**config.mk**
```make
export PLATFORM = sky130hd
export DESIGN_NAME = vec_alu_issue
export DESIGN_NICKNAME = d
export VERILOG_FILES = /design/src/rtl/vec_alu_pkg.sv /design/src/rtl/vec_issue_fifo.sv /design/src/rtl/vec_alu_issue.sv
export SDC_FILE = /design/constraint.sdc
export NUM_CORES = 1
export LEC_CHECK = 0
export BUFFER_PORTS_ARGS = -buffer_cell sky130_fd_sc_hd__clkbuf_2
export CAP_MARGIN = 30
export CORE_MARGIN = 5
export CORE_UTILIZATION = 55
export CTS_CLUSTER_SIZE = 24
export DETAILED_ROUTE_END_ITERATION = 6
export MAX_ROUTING_LAYER = met4
export PLACE_DENSITY = 0.86
export SYNTH_ARGS = -nofsm -noshare
export SYNTH_HDL_FRONTEND = slang
export SYNTH_SLANG_ARGS = --single-unit
export TNS_END_PERCENT = 10
```
**constraint.sdc**
```tcl
create_clock -name clk -period 8.5 [get_ports clk]
set_input_delay 0.85 -clock clk [delete_from_list [all_inputs] [get_ports clk]]
set_output_delay 0.85 -clock clk [all_outputs]
set_load 0.1 [all_outputs]
```
**src/rtl/vec_alu_pkg.sv**
```systemverilog
// Shared types and constants for the vector ALU issue stage.
// An issue entry bundles both operand vectors, the ALU opcode and the destination tag.
package vec_alu_pkg;

    localparam int ELEMENT_SIZE = 8;
    localparam int VECTOR_SIZE  = 8;
    localparam int VW           = ELEMENT_SIZE * VECTOR_SIZE;
    localparam int TAG_W        = 4;

    localparam logic [2:0] OP_0    = 3'b000;
    localparam logic [2:0] OP_1    = 3'b001;
    localparam logic [2:0] OP_2    = 3'b010;
    localparam logic [2:0] OP_3    = 3'b011;
    localparam logic [2:0] OP_4    = 3'b100;
    localparam logic [2:0] OP_5    = 3'b101;
    localparam logic [2:0] OP_LAST = 3'b101;

    typedef logic [VW-1:0] vec_t;

    typedef struct packed {
        vec_t             oper1;
        vec_t             oper2;
        logic [2:0]       opCode;
        logic [TAG_W-1:0] tag;
    } issue_entry_t;

    function automatic logic is_legal_op(input logic [2:0] op);
        case (op)
            OP_0, OP_1, OP_2, OP_3, OP_4, OP_5: is_legal_op = 1'b1;
            default:                            is_legal_op = 1'b0;
        endcase
    endfunction

endpackage

```
**src/rtl/vec_issue_fifo.sv**
```systemverilog
// Synchronous FIFO of issue entries with a combinational head, flush and an
// occupancy counter one bit wider than the pointers so full and empty differ.
module vec_issue_fifo
    import vec_alu_pkg::*;
#(
    parameter int DEPTH = 4,
    localparam int AW = $clog2(DEPTH)
) (
    input  logic         clk,
    input  logic         rst_n,
    input  logic         i_flush,
    input  logic         i_push,
    input  issue_entry_t i_data,
    input  logic         i_pop,
    output issue_entry_t o_data,
    output logic         o_full,
    output logic         o_empty,
    output logic [AW:0]  o_occupancy
);

    issue_entry_t  r_mem [DEPTH];
    logic [AW-1:0] r_wr_ptr;
    logic [AW-1:0] r_rd_ptr;
    logic [AW:0]   r_count;
    logic          w_do_push;
    logic          w_do_pop;

    assign o_full      = (r_count == (AW+1)'(DEPTH));
    assign o_empty     = (r_count == '0);
    assign o_occupancy = r_count;
    assign o_data      = r_mem[r_rd_ptr];

    // A flush wins over any push or pop in the same cycle.
    assign w_do_push = i_push & ~o_full & ~i_flush;
    assign w_do_pop  = i_pop & ~o_empty & ~i_flush;

    genvar gi;
    generate
        for (gi = 0; gi < DEPTH; gi++) begin : g_mem
            always_ff @(posedge clk) begin
                if (w_do_push && (r_wr_ptr == AW'(gi))) begin
                    r_mem[gi] <= i_data;
                end
            end
        end
    endgenerate

    always_ff @(posedge clk or negedge rst_n) begin
        if (!rst_n) begin
            r_wr_ptr <= '0;
            r_rd_ptr <= '0;
            r_count  <= '0;
        end else if (i_flush) begin
            r_wr_ptr <= '0;
            r_rd_ptr <= '0;
            r_count  <= '0;
        end else begin
            if (w_do_push) begin
                r_wr_ptr <= r_wr_ptr + 1'b1;
            end
            if (w_do_pop) begin
                r_rd_ptr <= r_rd_ptr + 1'b1;
            end
            if (w_do_push && !w_do_pop) begin
                r_count <= r_count + 1'b1;
            end else if (!w_do_push && w_do_pop) begin
                r_count <= r_count - 1'b1;
            end
        end
    end

endmodule

```
**src/rtl/vec_alu_issue.sv**
```systemverilog
// Issue stage in front of the 8-lane vector ALU: queues requests, issues one per
// cycle, and returns each negedge-updated ALU result with its tag two cycles later.
module vec_alu_issue
    import vec_alu_pkg::issue_entry_t;
    import vec_alu_pkg::is_legal_op;
    import vec_alu_pkg::OP_0;
#(
    parameter int ELEMENT_SIZE = vec_alu_pkg::ELEMENT_SIZE,
    parameter int VECTOR_SIZE  = vec_alu_pkg::VECTOR_SIZE,
    parameter int DEPTH        = 4,
    parameter int TAG_W        = vec_alu_pkg::TAG_W,
    localparam int VW = ELEMENT_SIZE * VECTOR_SIZE,
    localparam int OW = $clog2(DEPTH) + 1
) (
    input  logic             clk,
    input  logic             rst_n,
    input  logic             flush,
    input  logic             inValid,
    output logic             inReady,
    input  logic [VW-1:0]    inOper1,
    input  logic [VW-1:0]    inOper2,
    input  logic [2:0]       inOpCode,
    input  logic [TAG_W-1:0] inTag,
    output logic [VW-1:0]    aluOper1,
    output logic [VW-1:0]    aluOper2,
    output logic [2:0]       aluOpCode,
    input  logic [VW-1:0]    aluResult,
    output logic             wbValid,
    output logic [TAG_W-1:0] wbTag,
    output logic [VW-1:0]    wbData,
    output logic             illegalOp,
    output logic [OW-1:0]    occupancy
);

    issue_entry_t     w_push_entry;
    issue_entry_t     w_head;
    logic             w_full;
    logic             w_empty;
    logic             w_accept;
    logic             w_legal;
    logic             w_push;

    logic             r_if_valid;
    logic [TAG_W-1:0] r_if_tag;
    logic             r_wb_valid;
    logic [TAG_W-1:0] r_wb_tag;
    logic [VW-1:0]    r_wb_data;
    logic             r_illegal_op;

    // Ready comes from the registered count only, so a pop never frees a full slot early.
    assign inReady  = ~w_full;
    assign w_accept = inValid & ~w_full;
    assign w_legal  = is_legal_op(inOpCode);
    assign w_push   = w_accept & w_legal;

    always_comb begin
        w_push_entry        = '0;
        w_push_entry.oper1  = inOper1;
        w_push_entry.oper2  = inOper2;
        w_push_entry.opCode = inOpCode;
        w_push_entry.tag    = inTag;
    end

    vec_issue_fifo #(
        .DEPTH(DEPTH)
    ) u_fifo (
        .clk        (clk),
        .rst_n      (rst_n),
        .i_flush    (flush),
        .i_push     (w_push),
        .i_data     (w_push_entry),
        .i_pop      (~w_empty),
        .o_data     (w_head),
        .o_full     (w_full),
        .o_empty    (w_empty),
        .o_occupancy(occupancy)
    );

    always_comb begin
        aluOper1  = '0;
        aluOper2  = '0;
        aluOpCode = OP_0;
        if (!w_empty) begin
            aluOper1  = w_head.oper1;
            aluOper2  = w_head.oper2;
            aluOpCode = w_head.opCode;
        end
    end

    // The ALU result for the op in flight settles at the negedge, so it is
    // captured at the following posedge together with that op's tag.
    always_ff @(posedge clk or negedge rst_n) begin
        if (!rst_n) begin
            r_if_valid   <= 1'b0;
            r_if_tag     <= '0;
            r_wb_valid   <= 1'b0;
            r_wb_tag     <= '0;
            r_wb_data    <= '0;
            r_illegal_op <= 1'b0;
        end else begin
            r_illegal_op <= w_accept & ~w_legal;
            r_if_valid   <= ~w_empty & ~flush;
            if (!w_empty) begin
                r_if_tag <= w_head.tag;
            end
            r_wb_valid <= r_if_valid & ~flush;
            if (r_if_valid && !flush) begin
                r_wb_tag  <= r_if_tag;
                r_wb_data <= aluResult;
            end
        end
    end

    assign wbValid   = r_wb_valid;
    assign wbTag     = r_wb_tag;
    assign wbData    = r_wb_data;
    assign illegalOp = r_illegal_op;

endmodule

```
# Word-level counts from Yosys, hierarchy flattened
# Memories as Yosys holds them, arrays and structs flattened.
# Cells that the tools add are included.
[word_totals] in_bits=203 register_bits=82 output_inout_bits=205 word_cells=82 n_memories=1 mem_bits_rw=540
[mem_list] memory="u_fifo.r_mem" words=4 width=135 rd=1 rd_ports_with_merged_regs=0 wr=1 line="vec_issue_fifo.sv:21" rtl="issue_entry_t r_mem [DEPTH];"
[op_classes] n_addsub=4 bitwise_logic=11 eq_ne=9 n_mux=28 n_reduce_logical=20
[ops] op="135-bit 2-to-1 mux" count=3
[ops] op="135-bit OR reduction" count=3
[ops] op="64-bit 2-to-1 mux" count=2
[ops] op="2-bit 2-to-1 mux" count=7
[ops] op="1-bit 2-to-1 mux" count=12
[ops] op="3-bit 2-to-1 mux" count=4
[ops] op="3-bit equality test (second input constant)" count=3
[ops] op="1-bit AND" count=7
[ops] op="1-bit logical AND" count=7
[ops] op="3-bit by 2-bit equality test with 1-bit output (second input constant)" count=2
[ops] op="3-bit logical NOT" count=2
[ops] op="6-bit OR reduction" count=1
[ops] op="2-bit by 1-bit adder with 2-bit output (second input constant)" count=2
[ops] op="2-bit equality test (second input constant)" count=2
[ops] op="1-bit inverter" count=4
[ops] op="2-bit nonzero test" count=2
[ops] op="3-bit by 1-bit adder with 3-bit output (second input constant)" count=1
[ops] op="3-bit by 1-bit equality test with 1-bit output (second input constant)" count=1
[ops] op="1-bit logical NOT" count=3
[ops] op="3-bit nonzero test" count=1
[ops] op="3-bit by 1-bit subtractor with 3-bit output (second input constant)" count=1
[ops] op="2-bit by 1-bit equality test with 1-bit output (second input constant)" count=1
[ops] op="2-bit logical NOT" count=1

# Logic depth before layout (Yosys ltp)
[depth] depth_word=13 depth_mapped=6 mapped_depth_nobuf=4

# By module
# A second synthesis with hierarchy kept.
[unflattened] hier_cells=1073 area_unflattened_um2=23690.2
[by_module_without_submodules] mod="vec_issue_fifo" seq_area_each_um2=16390.7 cells_each=765 area_each_um2=19997.9 n_inst=1
[by_module_without_submodules] mod="vec_alu_issue" seq_area_each_um2=1876.8 cells_each=308 area_each_um2=3692.3 n_inst=1

# Least setup slack after synthesis
# Ideal clock, no wire load.
[synth_timing] path_type="reg2reg" start="register u_fifo.r_count[0], in the netlist u_fifo.o_occupancy[0]" end="memory u_fifo.r_mem[0][0] in the netlist's numbering (enable)" setup_time_ns=0.510 path_buffers=0 path_slack_ns=3.387 t_arrival_ns=4.602 required_ns=7.990 stages_incl_launch_ff=4 period_less_slack_ns=5.113 path_cell_list="dfrtp_1 -> nor3b_2 -> nor3_1 -> and2_1"
[synth_via] elab_chain_len=13 elab_cells_between_ends=27 classes_between="eq/ne: 1; mux: 14; bitwise: 5; reduce/logical: 7"
[synth_lines] element="start, declared" line="vec_issue_fifo.sv:24" rtl="logic [AW:0] r_count;"
[synth_lines] element="start signal, assigned" line="vec_issue_fifo.sv:65" rtl="r_count <= r_count + 1'b1;"
[synth_lines] element="start signal, assigned" line="vec_issue_fifo.sv:67" rtl="r_count <= r_count - 1'b1;"
[synth_lines] element="3-bit equality test *" line="vec_issue_fifo.sv:28" rtl="assign o_full = (r_count == (AW+1)'(DEPTH));"
[synth_lines] element="1-bit inverter *" line="vec_issue_fifo.sv:34, vec_alu_issue.sv:52"
[synth_lines] element="1-bit AND" line="vec_alu_issue.sv:52" rtl="assign w_accept = inValid & ~w_full;"
[synth_lines] element="1-bit AND" line="vec_alu_issue.sv:54" rtl="assign w_push = w_accept & w_legal;"
[synth_lines] element="1-bit AND * (2 in a row)" line="vec_issue_fifo.sv:34" rtl="assign w_do_push = i_push & ~o_full & ~i_flush;"
[synth_lines] element="1-bit logical AND" line="vec_issue_fifo.sv:41" rtl="if (w_do_push && (r_wr_ptr == AW'(gi))) begin"
[synth_lines] element="1-bit 2-to-1 mux" line="vec_issue_fifo.sv:41"
[synth_lines] element="1-bit 2-to-1 mux (not written as such)" line="vec_issue_fifo.sv:42" rtl="r_mem[gi] <= i_data;"
[synth_lines] element="135-bit OR reduction (no source line)"
[synth_lines] element="2-bit 2-to-1 mux (no source line) or 1-bit 2-to-1 mux (tied branches) (3 in a row)"
[synth_lines] element="end, declared" line="vec_issue_fifo.sv:21"
# Every way passes the cells marked *; elsewhere a longest branch is shown, timed or not.

# Final worst setup path
[layout_timing] start="register u_fifo.r_rd_ptr[0]" end="output aluOper1[0]"
[layout_via] elab_chain_len=2
[layout_lines] element="start, declared" line="vec_issue_fifo.sv:23" rtl="logic [AW-1:0] r_rd_ptr;"
[layout_lines] element="start signal, assigned" line="vec_issue_fifo.sv:62" rtl="r_rd_ptr <= r_rd_ptr + 1'b1;"
[layout_lines] element="memory read 4 x 135 bit"
[layout_lines] element="64-bit 2-to-1 mux" line="vec_alu_issue.sv:83" rtl="if (!w_empty) begin"
[layout_lines] element="end, declared" line="vec_alu_issue.sv:24" rtl="output logic [VW-1:0] aluOper1,"
# No other way between the ends.

==> results.md <==
* Status: finished, final reports clean
* Sum of negative setup slack at 0 ps
* Vias at around 12000
* First-pass GRT wire length at ~76000 um
* Ys async rst share at 0.132
* Residual DRC at 0
* Tightest Pin Transition at roughly 1000 ps
* Biggest area consumer among synthesized cells: edfxtp_1
* Die Wd at between 200 and 250 um
* Final hold vios at 0
* Pin count of the biggest net entering global routing at 83
* Critical Setup Path Class: reg2out
* Setup Fix Bufs, Post-CTS at 0
* Hold Buf Count CTS at 0
* Mean routed wirelength per cell at approximately 24 um
* Most frequent cell after synthesis: edfxtp_1
* Cell area after synthesis at approximately 0.024 mm^2
* Synth top area cells: edfxtp_1 (69%), mux4_2 (13%), dfrtp_1 (8.7%)
* Initial Utilization at 0.559
* Mapped Nets at between 1000 and 1500
* Worst EP arrival at about 4000 ps
* GP Congestion at about 0.8
* Syn avg cell area at 22.4 um^2
* Total wire length at around 50000 um
* Clock transition at path regs at around 60 ps
* Critical path startpoint category: register
* Synthesis-to-layout area growth at 19.3%
* Synth Register Bits at between 600 and 700
* Syn Inst Count at about 1100
* Max-slew violations at 0
* Highest clock rate at around 0.21 GHz
* Endpoints failing setup at 0
* Synth top area share at 0.689
* Worst EP required at 7650 ps
* Via count of the first global-routing pass at ~13000
* Yosys warning count at 0
* LEAKAGE at about 0.01 uW
* Pwr dens at between 200 and 300 mW/mm^2
* 1st-pass router iterations at 5
* Post-CTS sizing at 0
* RSZ-0062 raised after global routing: false
* GR Util All Layers at 0.218
* H-tree levels at 2
* Initial antenna violation count at 7
* Post-synth cell types at 26
* Final min period at just under 5000 ps
* Clock buffer count from CTS at 60
* Worst R2R Setup Slack at 5450 ps
* Worst skew pair latency at ~600 ps
* Sequential share of the synthesized area at 0.776
* Synth cell count leaders: edfxtp_1 (540), mux4_2 (135), nor2b_1 (132)
* CP max FO at 43
* CTS root buf: clkbuf_16
* Layout cells sized above 1 at 0.473
* Chip height at approximately 220 um
* Initial drt markers at between 900 and 1000
* Final Skew at roughly 16 ps
* Die area at ~0.047 mm^2
* Row Count at 75
* Fin crit share at 0.570
* Post-synth EDFFs at 540
* Final Total Pwr at 7780 uW
* CTS tree: done
* Total grt overflow at 0
* VDD IR max at ~0.00020 V
* Post-DP HPWL at around 31000 um
* Clock Sinks at 622
* DRT antenna net count at 0
* Slew HR at 0.351
* Clock buffer depth at 3
* Vias per cell at 5.63
* IO Port Bufs at between 400 and 500
* Boundary Pins at between 400 and 500
* Dominant synthesized flop cell: edfxtp_1
* Max_cap viols at 0
* Worst setup EP type: output pin
* Core area at between 0.04 and 0.05 mm^2
* Hold Path Class: in2async
* Fin nets at roughly 1700
[state kept, by name, indices dropped and copies added, names as in the netlist, 2 cells and up]
name and flops:
u_fifo.r_mem 540, wbData 64, r_if_tag 4, wbTag 4, u_fifo.o_occupancy 3, u_fifo.r_rd_ptr 2, u_fifo.r_wr_ptr 2
[final timing paths]
| path | startpoint | endpoint | cells past startpoint |
|---|---|---|---|
| worst max-delay path | u_fifo.r_rd_ptr[0] | aluOper1[0] | 5 |
| worst min-delay path | rst_n | wbData[41] | 1 |
| worst max register to register | u_fifo.o_occupancy[0] | u_fifo.r_mem[0][128] | 4 |
| worst min register to register | wbData[23] | wbData[23] | 1 |
| max in group asynchronous | rst_n | u_fifo.r_rd_ptr[0] | 2 |
| min in group clk | inOper1[15] | u_fifo.r_mem[2][86] | 1 |
[placed cells by master, fill, tap and decap left out, types with 5 or more instances in the layout]
| master | instances |
|---|---|
| edfxtp_1 | 540 |
| clkinv_2 | 9 |
| clkbuf_2 | 406 |
| mux4_2 | 135 |
| buf_4 | 15 |
| clkinv_1 | 9 |
| clkbuf_1 | 19 |
| nor2b_1 | 131 |
| diode_2 | 6 |
| bufinv_16 | 5 |
| dfrtp_1 | 80 |
| clkbuf_16 | 61 |
| mux2_2 | 72 |
| nor2_1 | 5 |
[worst max-delay path, cell delays in order, from the launching register on]
cell	delay (ps)
dfrtp_4	750
buf_4	750
buf_4	650
mux4_2	600
nor2b_1	170
clkbuf_2	390
[stage by stage]
stage	setup WS, ps	hold WS (ps)	instance area [um^2]	utilization	std cells
finish	3660	200	28100	0.666	2079
global placement	4100	482	26000	0.618	1958
global route	3250	201	28100	0.666	2079
detailed placement	4120	490	26100	0.620	1961
CTS	3420	418	28000	0.665	2071
floorplan	3390	474	23500	-	1052
[area by class of cell]
class,instances,area [um^2]
multi-input cells,373,4940
inverters,3,11.3
clock inverters,29,278
well taps,539,674
flip-flops and latches,622,18300
clock buffers,81,1610
diodes,6,15.0
fillers,2673,14100
repair buffers,426,2270
[routing by layer]
metal | global-route usage | up-vias | share of wire
li1 | - | 5111 | -
met1 | 0.274 | 6008 | 0.38
met2 | 0.349 | 484 | 0.50
met3 | 0.0634 | 100 | 0.083
met4 | 0.0699 | 0 | 0.031
met5 | - | - | 0
[power breakdown]
part / internal (uW) / switching (uW)
Clock: 1480 / 1070
Combinational: 345 / 1320
Sequential: 3480 / 83.3
Total: 5300 / 2480
[logic make-up (layout without fill, tap and decap cells)]
family / after synthesis / after routing / synth area share
xor+xnor: 2 / 2 / 0.000744
simple gates: 148 / 148 / 0.0391
mux: 207 / 207 / 0.164
other cells: 0 / 6 / 0
fa+ha+maj: 4 / 4 / 0.00213
buf+inv: 57 / 539 / 0.0153
compound gates: 12 / 12 / 0.00324
flops: 622 / 622 / 0.776
Power figures use the tool's default switching activity.
